[src/rtl/dm_port_scheduler.sv]
// Arbitrates MEM-stage (A) and loader (B) requests onto a single word-wide data memory port.
// Load/word store done in 2 cycles, sub-word store (read-modify-write) in 3, misaligned in 1; requesters stall until Done.
module dm_port_scheduler (
  input  logic        CLK,
  input  logic        RESET,
  input  logic        A_Req,
  input  logic        A_Write,
  input  logic [1:0]  A_Size,
  input  logic        A_Signed,
  input  logic [31:0] A_Addr,
  input  logic [31:0] A_WData,
  output logic [31:0] A_RData,
  output logic        A_Done,
  output logic        A_Err,
  output logic        A_Stall,
  input  logic        B_Req,
  input  logic        B_Write,
  input  logic [31:0] B_Addr,
  input  logic [31:0] B_WData,
  output logic [31:0] B_RData,
  output logic        B_Done,
  output logic [31:0] data_address_2DM,
  output logic [31:0] data_write_2DM,
  output logic [1:0]  data_write_size_2DM,
  output logic        MemRead_2DM,
  output logic        MemWrite_2DM,
  input  logic [31:0] data_read_fDM
);

  typedef enum logic [1:0] {IDLE, RD, WR, DONE} state_t;

  state_t      state;
  logic [2:0]  starve_cnt;
  logic        own_b;
  logic        op_wr;
  logic        op_sgn;
  logic [1:0]  op_size;
  logic [1:0]  op_off;
  logic [31:0] op_wdata;

  logic        grant_any;
  logic        grant_b;
  logic        g_wr;
  logic        g_sgn;
  logic        g_mis;
  logic [1:0]  g_size;
  logic [31:0] g_addr;
  logic [31:0] g_wdata;
  logic [31:0] rdata_fmt;
  logic        unused_b_addr;

  // Size is normalised to 0=word, 1=byte, 2=half; B is always a word access.
  assign grant_any = A_Req | B_Req;
  assign grant_b   = B_Req & (~A_Req | (starve_cnt == 3'd4));
  assign g_wr      = grant_b ? B_Write : A_Write;
  assign g_sgn     = ~grant_b & A_Signed;
  assign g_size    = grant_b ? 2'd0 : ((A_Size == 2'd3) ? 2'd0 : A_Size);
  assign g_addr    = grant_b ? {B_Addr[31:2], 2'b00} : A_Addr;
  assign g_wdata   = grant_b ? B_WData : A_WData;
  assign g_mis     = ((g_size == 2'd2) & g_addr[0]) | ((g_size == 2'd0) & (g_addr[1:0] != 2'd0));
  assign unused_b_addr = ^B_Addr[1:0];

  assign A_Stall             = RESET & A_Req & ~A_Done;
  assign data_write_size_2DM = 2'd0;

  // Bit position of the lane's LSB; big-endian, so offset 0 is the top of the word.
  function automatic logic [4:0] lane_lsb(input logic [1:0] size, input logic [1:0] off);
    lane_lsb = (size == 2'd2) ? (off[1] ? 5'd0 : 5'd16) : {2'd3 - off, 3'b000};
  endfunction

  function automatic logic [31:0] load_fmt(input logic [31:0] w, input logic [1:0] size,
                                           input logic sgn, input logic [1:0] off);
    logic [31:0] sh;
    sh = w >> lane_lsb(size, off);
    case (size)
      2'd1:    load_fmt = {{24{sgn & sh[7]}}, sh[7:0]};
      2'd2:    load_fmt = {{16{sgn & sh[15]}}, sh[15:0]};
      default: load_fmt = w;
    endcase
  endfunction

  function automatic logic [31:0] merge(input logic [31:0] w, input logic [31:0] d,
                                        input logic [1:0] size, input logic [1:0] off);
    logic [31:0] mask;
    mask  = ((size == 2'd2) ? 32'h0000_FFFF : 32'h0000_00FF) << lane_lsb(size, off);
    merge = (w & ~mask) | ((d << lane_lsb(size, off)) & mask);
  endfunction

  assign rdata_fmt = load_fmt(data_read_fDM, op_size, op_sgn, op_off);

  always_ff @(posedge CLK or negedge RESET) begin
    if (!RESET) begin
      state            <= IDLE;
      starve_cnt       <= '0;
      own_b            <= 1'b0;
      op_wr            <= 1'b0;
      op_sgn           <= 1'b0;
      op_size          <= '0;
      op_off           <= '0;
      op_wdata         <= '0;
      A_RData          <= '0;
      A_Done           <= 1'b0;
      A_Err            <= 1'b0;
      B_RData          <= '0;
      B_Done           <= 1'b0;
      data_address_2DM <= '0;
      data_write_2DM   <= '0;
      MemRead_2DM      <= 1'b0;
      MemWrite_2DM     <= 1'b0;
    end else begin
      case (state)
        IDLE: begin
          if (grant_any) begin
            own_b    <= grant_b;
            op_wr    <= g_wr;
            op_sgn   <= g_sgn;
            op_size  <= g_size;
            op_off   <= g_addr[1:0];
            op_wdata <= g_wdata;
            if (grant_b)
              starve_cnt <= '0;
            else if (B_Req && starve_cnt != 3'd4)
              starve_cnt <= starve_cnt + 3'd1;
            if (g_mis) begin
              state  <= DONE;
              A_Done <= 1'b1;
              A_Err  <= 1'b1;
            end else if (g_wr && g_size == 2'd0) begin
              state            <= WR;
              MemWrite_2DM     <= 1'b1;
              data_write_2DM   <= g_wdata;
              data_address_2DM <= {g_addr[31:2], 2'b00};
            end else begin
              state            <= RD;
              MemRead_2DM      <= 1'b1;
              data_address_2DM <= {g_addr[31:2], 2'b00};
            end
          end
        end
        RD: begin
          MemRead_2DM <= 1'b0;
          if (op_wr) begin
            // Sub-word store: write back the fetched word with only the addressed lane replaced.
            state          <= WR;
            MemWrite_2DM   <= 1'b1;
            data_write_2DM <= merge(data_read_fDM, op_wdata, op_size, op_off);
          end else begin
            state            <= DONE;
            data_address_2DM <= '0;
            if (own_b) begin
              B_Done  <= 1'b1;
              B_RData <= rdata_fmt;
            end else begin
              A_Done  <= 1'b1;
              A_RData <= rdata_fmt;
            end
          end
        end
        WR: begin
          state            <= DONE;
          MemWrite_2DM     <= 1'b0;
          data_write_2DM   <= '0;
          data_address_2DM <= '0;
          if (own_b) B_Done <= 1'b1;
          else       A_Done <= 1'b1;
        end
        DONE: begin
          state   <= IDLE;
          A_Done  <= 1'b0;
          A_Err   <= 1'b0;
          B_Done  <= 1'b0;
          A_RData <= '0;
          B_RData <= '0;
        end
        default: state <= IDLE;
      endcase
    end
  end

endmodule

[config.mk]
export PLATFORM = sky130hd
export DESIGN_NAME = dm_port_scheduler
export DESIGN_NICKNAME = d
export VERILOG_FILES = /design/src/rtl/dm_port_scheduler.sv
export SDC_FILE = /design/constraint.sdc
export NUM_CORES = 1
export LEC_CHECK = 0
export BUFFER_PORTS_ARGS = -buffer_cell sky130_fd_sc_hd__buf_2
export CORE_MARGIN = 4
export CORE_UTILIZATION = 54
export CTS_CLUSTER_SIZE = 10
export DETAILED_ROUTE_END_ITERATION = 6
export PLACE_DENSITY = 0.86
export RECOVER_POWER = 50
export SLEW_MARGIN = 20
export SYNTH_ARGS = -nofsm -noshare
export SYNTH_HDL_FRONTEND = slang
export SYNTH_SLANG_ARGS = --single-unit
[constraint.sdc]
create_clock -name CLK -period 3.5 [get_ports CLK]
set_input_delay 0.175 -clock CLK [delete_from_list [all_inputs] [get_ports CLK]]
set_output_delay 0.175 -clock CLK [all_outputs]
set_load 0.01 [all_outputs]
==> results of run 1 <==
worst min-delay path: cells and delay by family:
kind	cells	cell delay [ns]
compound gates	1	0.06
simple gates	1	0.05
buf+inv	1	0.12
layer usage:
metal,share of wire (%),vias up,wire length [um]
met3,9.4,76,2500
met4,3.1,4,830
li1,-,3697,-
met1,39,3825,10400
met2,48,482,12800
met5,0.079,-,21
timing repair:
item / CTS / global route
hold buffers: 1 / 0
resized for setup: 0 / 0
setup endpoints to repair: 0 / 0
setup buffers: 0 / 0
hold endpoints to repair: 80 / 0
worst paths after layout:
| kind | cells past startpoint | slack [ns] | endpoint |
|---|---|---|---|
| worst max-delay path | 5 | 0.69 | data_write_2DM[23]$_DFFE_PN0P_ |
| worst min-delay path | 3 | 0.02 | op_sgn$_DFFE_PN0P_ |
| worst max register to register | 5 | 0.69 | data_write_2DM[23]$_DFFE_PN0P_ |
| worst min register to register | 2 | 0.49 | B_RData[27]$_DFFE_PN0P_ |
| max in group asynchronous | 3 | 1.40 | op_wdata[15]$_DFFE_PN0P_ |
| min in group asynchronous | 2 | 0.85 | B_RData[13]$_DFFE_PN0P_ |
area by class of cell:
cell class / count / area [um^2] / area share [%]
multi-input cells: 639 / 4320 / 40.4
repair buffers: 314 / 1480 / 13.8
inverters: 18 / 67.6 / 0.631
clock inverters: 13 / 153 / 1.43
flip-flops and latches: 159 / 3980 / 37.2
clock buffers: 18 / 439 / 4.10
well taps: 216 / 270 / 2.52
registers in the layout, summed over array words and instances (netlist names), 3 cells and up:
name              cells
A_RData              32
B_RData              32
data_write_2DM       32
data_address_2DM     30
op_wdata             16
starve_cnt            3
cell usage in the layout, fill, tap and decap left out, drive strengths merged, types with 2 or more instances in the layout:
master,n
buf,181
nand2,160
dfrtp,159
clkbuf,150
o21ai,132
mux2,82
mux2i,51
a21oi,44
o22ai,27
inv,21
nor2,18
o221ai,14
nor2b,12
ha,9
a22oi,8
a22o,7
nor3,7
nand4,7
a32oi,7
a211o,6
nand2b,5
clkinvlp,5
a2bb2oi,4
conb,4
or3,3
o211ai,3
a221oi,3
o31ai,3
clkinv,3
nand3,2
a311o,2
and3,2
a21o,2
a31oi,2
bufinv,2
and2,2
metrics by stage:
step | setup slack (ns) | hold slack (ns) | instance area, um^2 | power, W
finish | 0.688 | 0.0213 | 10700 | 0.0113
global route | 0.351 | 0.0239 | 10700 | 0.0121
CTS | 0.544 | 0.00418 | 10900 | 0.0115
detailed placement | 0.582 | 0.261 | 10300 | 0.00951
global placement | 0.704 | 0.252 | 10300 | 0.00926
floorplan | 1.28 | -0.121 | 8680 | 0.00769
kinds of logic after synthesis:
| logic type | Yosys count | share of synthesized area, % |
|---|---|---|
| and+or+nand+nor | 221 | 10.7 |
| muxes | 134 | 18.1 |
| AOI/OAI and AO/OA | 271 | 19.2 |
| other | 1 | 0.0432 |
| buffers and inverters | 92 | 4.82 |
| DFF | 159 | 45.9 |
| adders and majority gates | 9 | 1.30 |
power groups by stage:
stage	sequential (W)	clock (W)	combinational, W
after floorplan	0.00342	0	0.00427
after global placement	0.00325	0	0.00601
after detailed placement	0.00329	0	0.00623
after CTS	0.00327	0.00189	0.00630
after global routing	0.00339	0.00198	0.00674
final	0.00331	0.00187	0.00616
==> metrics.cfg, run 1 <==
[grt]
grt_max_degree=83
grtUsageMet3_pct=5.96
first_global_vias=7826
use_met1_pct=39.4
grt_pass1_wl_um=41600
overflow=0
grt_util_met2_pct=46.2
grt_usage_pct=28.9
busiest_layer=met2
grt_antenna_before_repair=2

[yosys]
synth-main-ff-cell=dfrtp_1
synthTopCellsByCount=nand2_1 (160), dfrtp_1 (159), o21ai_0 (129)
yosysTopAreaCell=dfrtp_1
ys_types=57
yosys_register_bits=159
synth_cells=887
yosysMostFrequentCell=nand2_1
ys_seq_area_share_pct=45.9
synth.avg_cell_area_um2=9.78
synthArstFlopShare_pct=100
synth_edf_count=0
yosys_warnings=0
yosys.area.top_type_share_pct=45.9
netlist_area_um2=8670
synth.area.top_cells=dfrtp_1 (46%), o21ai_0 (7.4%), nand2_1 (6.9%)

[setup_path]
critical_path_class=register to register
slowest_delay_ns=0.85
required_ns=3.81
worst_setup_path_start_kind=register
rr_startpoint=op_off[1]$_DFFE_PN0P_
crit_fanout=26
cp-startpoint=op_off[1]$_DFFE_PN0P_
path_cells=clkinv_1 > o21ai_1 > mux2i_1 > o22ai_1 > mux2_4
cp_top_family=flip-flops
crit_path_end_kind=register
critPathSlowestCell=dfrtp_1
path_buf_inv=1
crit_arrival_ns=3.13

[route]
post-route-drc-count=0
postRouteAntennaNets=0
routedWlPerCell_um=19.3
vias=8084
wirelength_um=26600
vias_per_cell=5.87
drt_iter0_markers=806
drt_first_pass_iters=6

[timing]
skew_ns=0.0110
slew_headroom_pct=-35.8
max_freq_mhz=356
min_period_over_period_pct=80.3
setup_viol=0
slew_viol_final=82
rsz0062_at_grt=no
min_period_ns=2.81
worstMarginPinSlew_ns=2.04
setup_tns_ns=0
finalHoldViolCount=0

[flow_run]
maxCapViolCount=1

[place]
gp_congestion=0.877
placedCellCount=1345
post-dp-hpwl_um=19000
io_buffers=298

[floorplan]
core_area_um2=15800
die_h_um=135
die-width_um=135
die_area_um2=18100
rows=46
start_util_pct=54.8
io_pins=305

[pwr]
p_sw_w=0.00509
powerDensity_nw_per_um2=1060
p_comb_share_pct=54.3
internal-power_w=0.00626
clkPwrFrac_pct=16.5
switching_share_pct=44.8
power_frac_seq_pct=29.2
peakVddDrop_v=0.000639
p_leak_nw=5.14

[clock_tree]
clkSinkCount=159
clkLatencyLatePin_ns=0.43
cts_buffer_depth=2
clkTransAtPathRegs_ns=0.06
root_buffer=clkbuf_16
numCtsBuffers=17
cts_tree=built
htreeDepth=4

[cells_and_area]
area_growth_pct=23.4
layout.nets=1327
drive_gt1_share_pct=23.9
fill_cells=1271
utilization_pct=67.6
stdcell_count=1377
num_antenna_cells=0

[hold_path]
hold_class=primary input to register
worstHoldStart=A_Signed

[run_status]
outcome=finished, violations left
violations=capacitance limit, slew limit

Note: power is estimated with default switching activity, not from simulation.
==> inputs of run 2 (changes only) <==
CORE_UTILIZATION = 51   (was 54)
PLACE_DENSITY = 0.81   (was 0.86)
clock period = 2.6 ns   (was 3.5 ns; I/O delays follow)
==> metrics.cfg, run 2 (synthesis results as in run 1) <==
[run_status]
outcome=complete, no violations

[grt]
overflow=0  ; unchanged
grt_max_degree=80  ; -3.6%
grt_antenna_before_repair=2  ; unchanged
grt_pass1_wl_um=42400  ; +2.1%
grt_usage_pct=27.4  ; -1.6 points
first_global_vias=7879  ; +0.68%

[floorplan]
die-width_um=138  ; +2.7%
io_pins=305  ; unchanged
die_h_um=138  ; +2.7%
start_util_pct=52.1  ; -2.7 points
die_area_um2=19200  ; +5.5%
rows=47  ; +2.2%
core_area_um2=16600  ; +5.1%

[cells_and_area]
reg.largest.list=A_RData x32, B_RData x32, data_write_2DM x32
final_common_cell=buf_2
final_cell_mix=buf_2 (189), dfrtp_1 (159), nand2_1 (158)
multi_input_area_um2=4350  ; +0.75%
finalInstanceArea_um2=10900  ; +1.9%
drive_gt1_share_pct=27.0  ; +3.1 points
utilization_pct=65.5  ; -2.1 points
layout.nets=1342  ; +1.1%
area_growth_pct=25.8
final-seq-area_um2=3980  ; unchanged
fill_cells=1352  ; +6.4%

[setup_path]
crit_arrival_ns=2.79  ; -0.34 ns
required_ns=2.91  ; -0.90 ns
path_cells=inv_1 > ha_1 > a21bo_2 > and2_1 > buf_4 > or3_1 > a221oi_2 > mux2_2
critical_path_class=register to register
cp_top_family=simple AND/OR/NAND/NOR gates
path_buf_inv=2  ; +1
cp.depth=8  ; +3
critPathSlowestCell=or3_1
crit_path_end_kind=register
worst_setup_path_start_kind=register
slowest_delay_ns=0.41  ; -0.44 ns
crit_fanout=5  ; -81%
reg2reg_depth=8  ; +3

[pwr]
internal-power_w=0.00862  ; +38%
total_power_w=0.0156  ; +37%
p_sw_w=0.00697  ; +37%
switching_share_pct=44.7  ; -0.11 points
p_leak_nw=5.32  ; +3.4%
powerDensity_nw_per_um2=1430  ; +35%
peakVddDrop_v=0.000943  ; +47%
power_frac_seq_pct=28.3  ; -0.9 points
clkPwrFrac_pct=15.8  ; -0.7 points
p_comb_share_pct=56.0  ; +1.7 points

[clock_tree]
cts_setup_buffers=0  ; unchanged
cts_tree=built
cts_buffer_depth=2  ; unchanged
numCtsBuffers=17  ; unchanged
root_buffer=clkbuf_16
clkLatencyLatePin_ns=0.43  ; about the same
clkSinkCount=159  ; unchanged
clkTransAtPathRegs_ns=0.06  ; about the same
htreeDepth=4  ; unchanged

[timing]
rsz0062_at_grt=no
whs_ns=0.00748  ; -0.0138 ns
max_freq_mhz=403  ; +13%
slew_headroom_pct=28.4  ; +64 points
finalHoldViolCount=0  ; unchanged
worstMarginPinSlew_ns=1.07  ; -0.964 ns
skew_ns=0.00763  ; -0.00335 ns
setup_viol=0  ; unchanged
slew_viol_final=0  ; -100%
min_period_over_period_pct=95.5  ; +15 points
setup_tns_ns=0  ; unchanged
min_period_ns=2.48  ; -0.329 ns

[hold_path]
min_path_cells=3  ; unchanged
hold_class=primary input to register

[route]
drt_iter0_markers=790  ; -2.0%
post-route-drc-count=0  ; unchanged
wirelength_um=27100  ; +2.1%
vias_per_cell=5.81  ; -1.1%
routedWlPerCell_um=19.4  ; +0.56%
drt_first_pass_iters=6  ; unchanged
vias=8119  ; +0.43%
postRouteAntennaNets=0  ; unchanged

[place]
io_buffers=298  ; unchanged
gp_congestion=0.934  ; +6.5%
placed_area_um2=10400  ; +1.6%
post-dp-hpwl_um=19800  ; +4.1%

[flow_run]
maxCapViolCount=0  ; -1

-- run 2: timing repair --
action,CTS,global route
gates resized for setup,0,4
hold buffers,2,0
setup endpoints to repair,0,43
hold endpoints to repair,39,0
-- run 2: worst min-delay path, cell delays in order --
cell	delay [ns]
buf_2	0.09
nand2_1	0.09
o21ai_0	0.08
-- run 2: metrics by stage --
stage          setup WS, ns  instances
2_1_floorplan         0.377        890
3_3_place_gp          0.121       1362
3_5_place_dp         0.0529       1362
4_1_cts              0.0405       1396
5_1_grt              0.0302       1398
6_report              0.117       1398
-- run 2: power by group through the flow --
stage / Combinational [W] / Clock (W) / Sequential (W)
after floorplan: 0.00575 / 0 / 0.00460
after global placement: 0.00842 / 0 / 0.00435
after detailed placement: 0.00870 / 0 / 0.00438
after CTS: 0.00879 / 0.00249 / 0.00436
after global routing: 0.00954 / 0.00260 / 0.00453
final: 0.00872 / 0.00246 / 0.00441
-- run 2: path summary, 6_finish.rpt --
check	startpoint	to	slack (ns)
setup / recovery	starve_cnt[0]$_DFFE_PN0P_	A_Done$_DFFE_PN0P_	0.12
hold / removal	A_Signed	op_sgn$_DFFE_PN0P_	0.007
setup reg to reg	starve_cnt[0]$_DFFE_PN0P_	A_Done$_DFFE_PN0P_	0.12
hold reg to reg	B_RData[30]$_DFFE_PN0P_	B_RData[30]$_DFFE_PN0P_	0.48
max in group asynchronous	RESET	data_write_2DM[15]$_DFFE_PN0P_	0.97
min in group asynchronous	RESET	A_RData[18]$_DFFE_PN0P_	0.17
-- run 2: area by class of cell --
| cell class | instances | area share [%] |
|---|---|---|
| Inverter | 18 | 0.620 |
| Antenna cell | 1 | 0.0229 |
| Timing Repair Buffer | 328 | 15.2 |
| Sequential cell | 159 | 36.5 |
| Multi-Input combinational cell | 640 | 39.9 |
| Clock buffer | 17 | 3.90 |
| Clock inverter | 15 | 1.35 |
| Tap cell | 220 | 2.52 |
-- run 2: per-layer routing --
| layer | track usage, % | part of all wire (%) | vias to the layer above |
|---|---|---|---|
| met2 | 44.1 | 48 | 434 |
| met5 | 0 | 0.048 | - |
| li1 | - | - | 3741 |
| met1 | 37.4 | 42 | 3879 |
| met3 | 5.25 | 7.7 | 63 |
| met4 | 9.41 | 2.4 | 2 |
==> inputs of run 3 (changes only) <==
BUFFER_PORTS_ARGS = -buffer_cell sky130_fd_sc_hd__buf_4   (was -buffer_cell sky130_fd_sc_hd__buf_2)
==> metrics.cfg, run 3 (synthesis results as in run 1) <==
[floorplan]
start_util_pct=52.1  ; unchanged
core_area_um2=16600  ; unchanged
die-width_um=138  ; unchanged
die_area_um2=19200  ; unchanged
io_pins=305  ; unchanged
die_h_um=138  ; unchanged
rows=47  ; unchanged

[setup_path]
reg2reg_to=data_write_2DM[17]$_DFFE_PN0P_
path_cells=inv_1 > ha_1 > a21bo_2 > and2_1 > o31ai_4 > a221oi_4 > buf_12 > mux2_4
rr_startpoint=starve_cnt[0]$_DFFE_PN0P_
required_ns=2.92  ; about the same
crit_fanout=33  ; +28
slowest_delay_ns=0.53  ; +0.12 ns
crit_arrival_ns=2.85  ; +0.06 ns
critPathSlowestCell=o31ai_4
crit_path_end_kind=register
r2r_slack_ns=0.07  ; -0.05 ns
path_buf_inv=2  ; unchanged
cp_top_family=compound AO/OA/AOI/OAI gates
reg2reg_depth=8  ; unchanged
critical_path_class=register to register
worst_setup_path_start_kind=register

[pwr]
switching_share_pct=43.3  ; -1.4 points
internal-power_w=0.00916  ; +6.3%
p_sw_w=0.00700  ; +0.49%
clkPwrFrac_pct=16.0  ; +0.2 points
powerDensity_nw_per_um2=1390  ; -2.5%
p_leak_nw=5.66  ; +6.5%
p_comb_share_pct=56.8  ; +0.8 points
power_frac_seq_pct=27.2  ; -1.1 points
peakVddDrop_v=0.000791  ; -16%

[clock_tree]
clkTransAtPathRegs_ns=0.07  ; about the same
cts_setup_buffers=0  ; unchanged
htreeDepth=4  ; unchanged
clkSinkCount=159  ; unchanged
cts_buffer_depth=2  ; unchanged
clkLatencyLatePin_ns=0.43  ; about the same
root_buffer=clkbuf_16
numCtsBuffers=17  ; unchanged
cts_tree=built

[timing]
slew_headroom_pct=0.0826  ; -28 points
setup_viol=0  ; unchanged
slew_viol_final=0  ; unchanged
min_period_ns=2.53  ; +0.0470 ns
finalHoldViolCount=0  ; unchanged
worstMarginPinSlew_ns=1.50  ; +0.425 ns
min_period_over_period_pct=97.3  ; +1.8 points
skew_ns=0.00913  ; +0.00150 ns
max_freq_mhz=395  ; -1.9%

[route]
drt_first_pass_iters=7  ; +1
post-route-drc-count=1  ; +1
vias_per_cell=5.83  ; +0.43%
vias=8195  ; +0.94%
drt_iter0_markers=912  ; +15%
routedWlPerCell_um=20.1  ; +3.5%
postRouteAntennaNets=0  ; unchanged
wirelength_um=28200  ; +4.0%

[hold_path]
hold_class=primary input to register
worstHoldStart=B_WData[0]
hold_end=op_wdata[0]$_DFFE_PN0P_
min_path_cells=3  ; unchanged

[grt]
busiest_layer=met2
use_met1_pct=37.3  ; -0.093 points
grt_usage_pct=28.2  ; +0.78 points
grt_antenna_before_repair=0  ; -2
grt_util_met2_pct=45.4  ; +1.3 points
overflow=0  ; unchanged
grt_pass1_wl_um=43500  ; +2.4%
first_global_vias=8031  ; +1.9%
grt_max_degree=73  ; -8.8%
grtUsageMet3_pct=7.73  ; +2.5 points

[place]
placed_area_um2=11200  ; +7.6%
io_buffers=298  ; unchanged
placedCellCount=1368  ; +0.44%
post-dp-hpwl_um=20800  ; +5.2%
gp_congestion=0.897  ; -4.0%

[cells_and_area]
final_cell_mix=buf_4 (250), dfrtp_1 (159), nand2_1 (159)
stdcell_count=1405  ; +0.50%
final_common_cell=buf_4
layout.nets=1350  ; +0.60%
drive_gt1_share_pct=30.0  ; +3.0 points
area_growth_pct=33.8
fill_cells=1342  ; -0.74%
finalInstanceArea_um2=11600  ; +6.4%
reg.largest.list=A_RData x32, B_RData x32, data_write_2DM x32
num_antenna_cells=0  ; -1

[flow_run]
maxCapViolCount=1  ; +1

[run_status]
outcome=finished, violations left
violations=DRC, capacitance limit

==> run 3: changes by cell type in the layout (fill, tap and decap cells not counted), sizes merged <==
cell,delta
diode,-1
inv,-5
clkbuf,-31
dlygate4sd3,+2
buf,+40
clkinvlp,-2
bufinv,+1
clkinv,+3
==> run 3: cell type report <==
class	count	area, um^2	share of cell area (%)
timing repair buffer	336	2310	20.0
inverter	18	67.6	0.582
tap	220	275	2.37
clock buffer	20	467	4.02
multi-input combinational	640	4350	37.5
sequential	159	3980	34.3
clock inverter	12	149	1.28
==> run 3: power groups by stage <==
stage / clock, W / sequential [W] / combinational, W
after floorplan: 0 / 0.00460 / 0.00575
after global placement: 0 / 0.00437 / 0.00908
after detailed placement: 0 / 0.00441 / 0.00931
after CTS: 0.00262 / 0.00439 / 0.00944
after global routing: 0.00274 / 0.00452 / 0.00995
final: 0.00259 / 0.00440 / 0.00918
==> run 3: tightest hold or removal path: stages <==
cell and delay [ns]:
buf_4 0.08, mux2i_1 0.07, o21ai_0 0.14
==> run 3: how the worst max path moves through the flow <==
stage	startpoint	slack, ns	endpoint	depth (start not counted)
global route	starve_cnt[0]$_DFFE_PN0P_	-0.004	data_write_2DM[17]$_DFFE_PN0P_	8
floorplan	starve_cnt[0]$_DFFE_PN0P_	0.38	A_Done$_DFFE_PN0P_	8
global placement	starve_cnt[0]$_DFFE_PN0P_	0.11	data_address_2DM[27]$_DFFE_PN0P_	7
CTS	starve_cnt[0]$_DFFE_PN0P_	0.009	data_address_2DM[21]$_DFFE_PN0P_	7
detailed placement	starve_cnt[0]$_DFFE_PN0P_	0.02	data_address_2DM[9]$_DFFE_PN0P_	7
finish	starve_cnt[0]$_DFFE_PN0P_	0.07	data_write_2DM[17]$_DFFE_PN0P_	8
==> run 3: metrics by stage <==
stage                     total power, W  hold slack, ns  util (%)  setup slack, ns  setup TNS, ns
final                             0.0162          0.0214      69.7           0.0702              0
after global routing              0.0172          0.0257      69.7         -0.00402       -0.00750
after CTS                         0.0164          0.0137      71.4          0.00862              0
after detailed placement          0.0137           0.128      67.4           0.0247              0
after global placement            0.0135           0.130      67.4            0.115              0
after floorplan                   0.0103          -0.166         -            0.377              0
==> run 3: metal layers <==
metal	up-vias	wire length (um)
met5	-	0
met4	0	736
met3	68	2430
met2	455	13500
met1	3922	11500
li1	3750	-
==> run 3: repair_timing <==
item / 4_1_cts / 5_1_grt
setup endpoints to repair: 1 / 31
resized for setup: 1 / 2
hold endpoints to repair: 54 / 0
cloned: 0 / 1
pin swaps: 0 / 1
hold buffers: 4 / 0
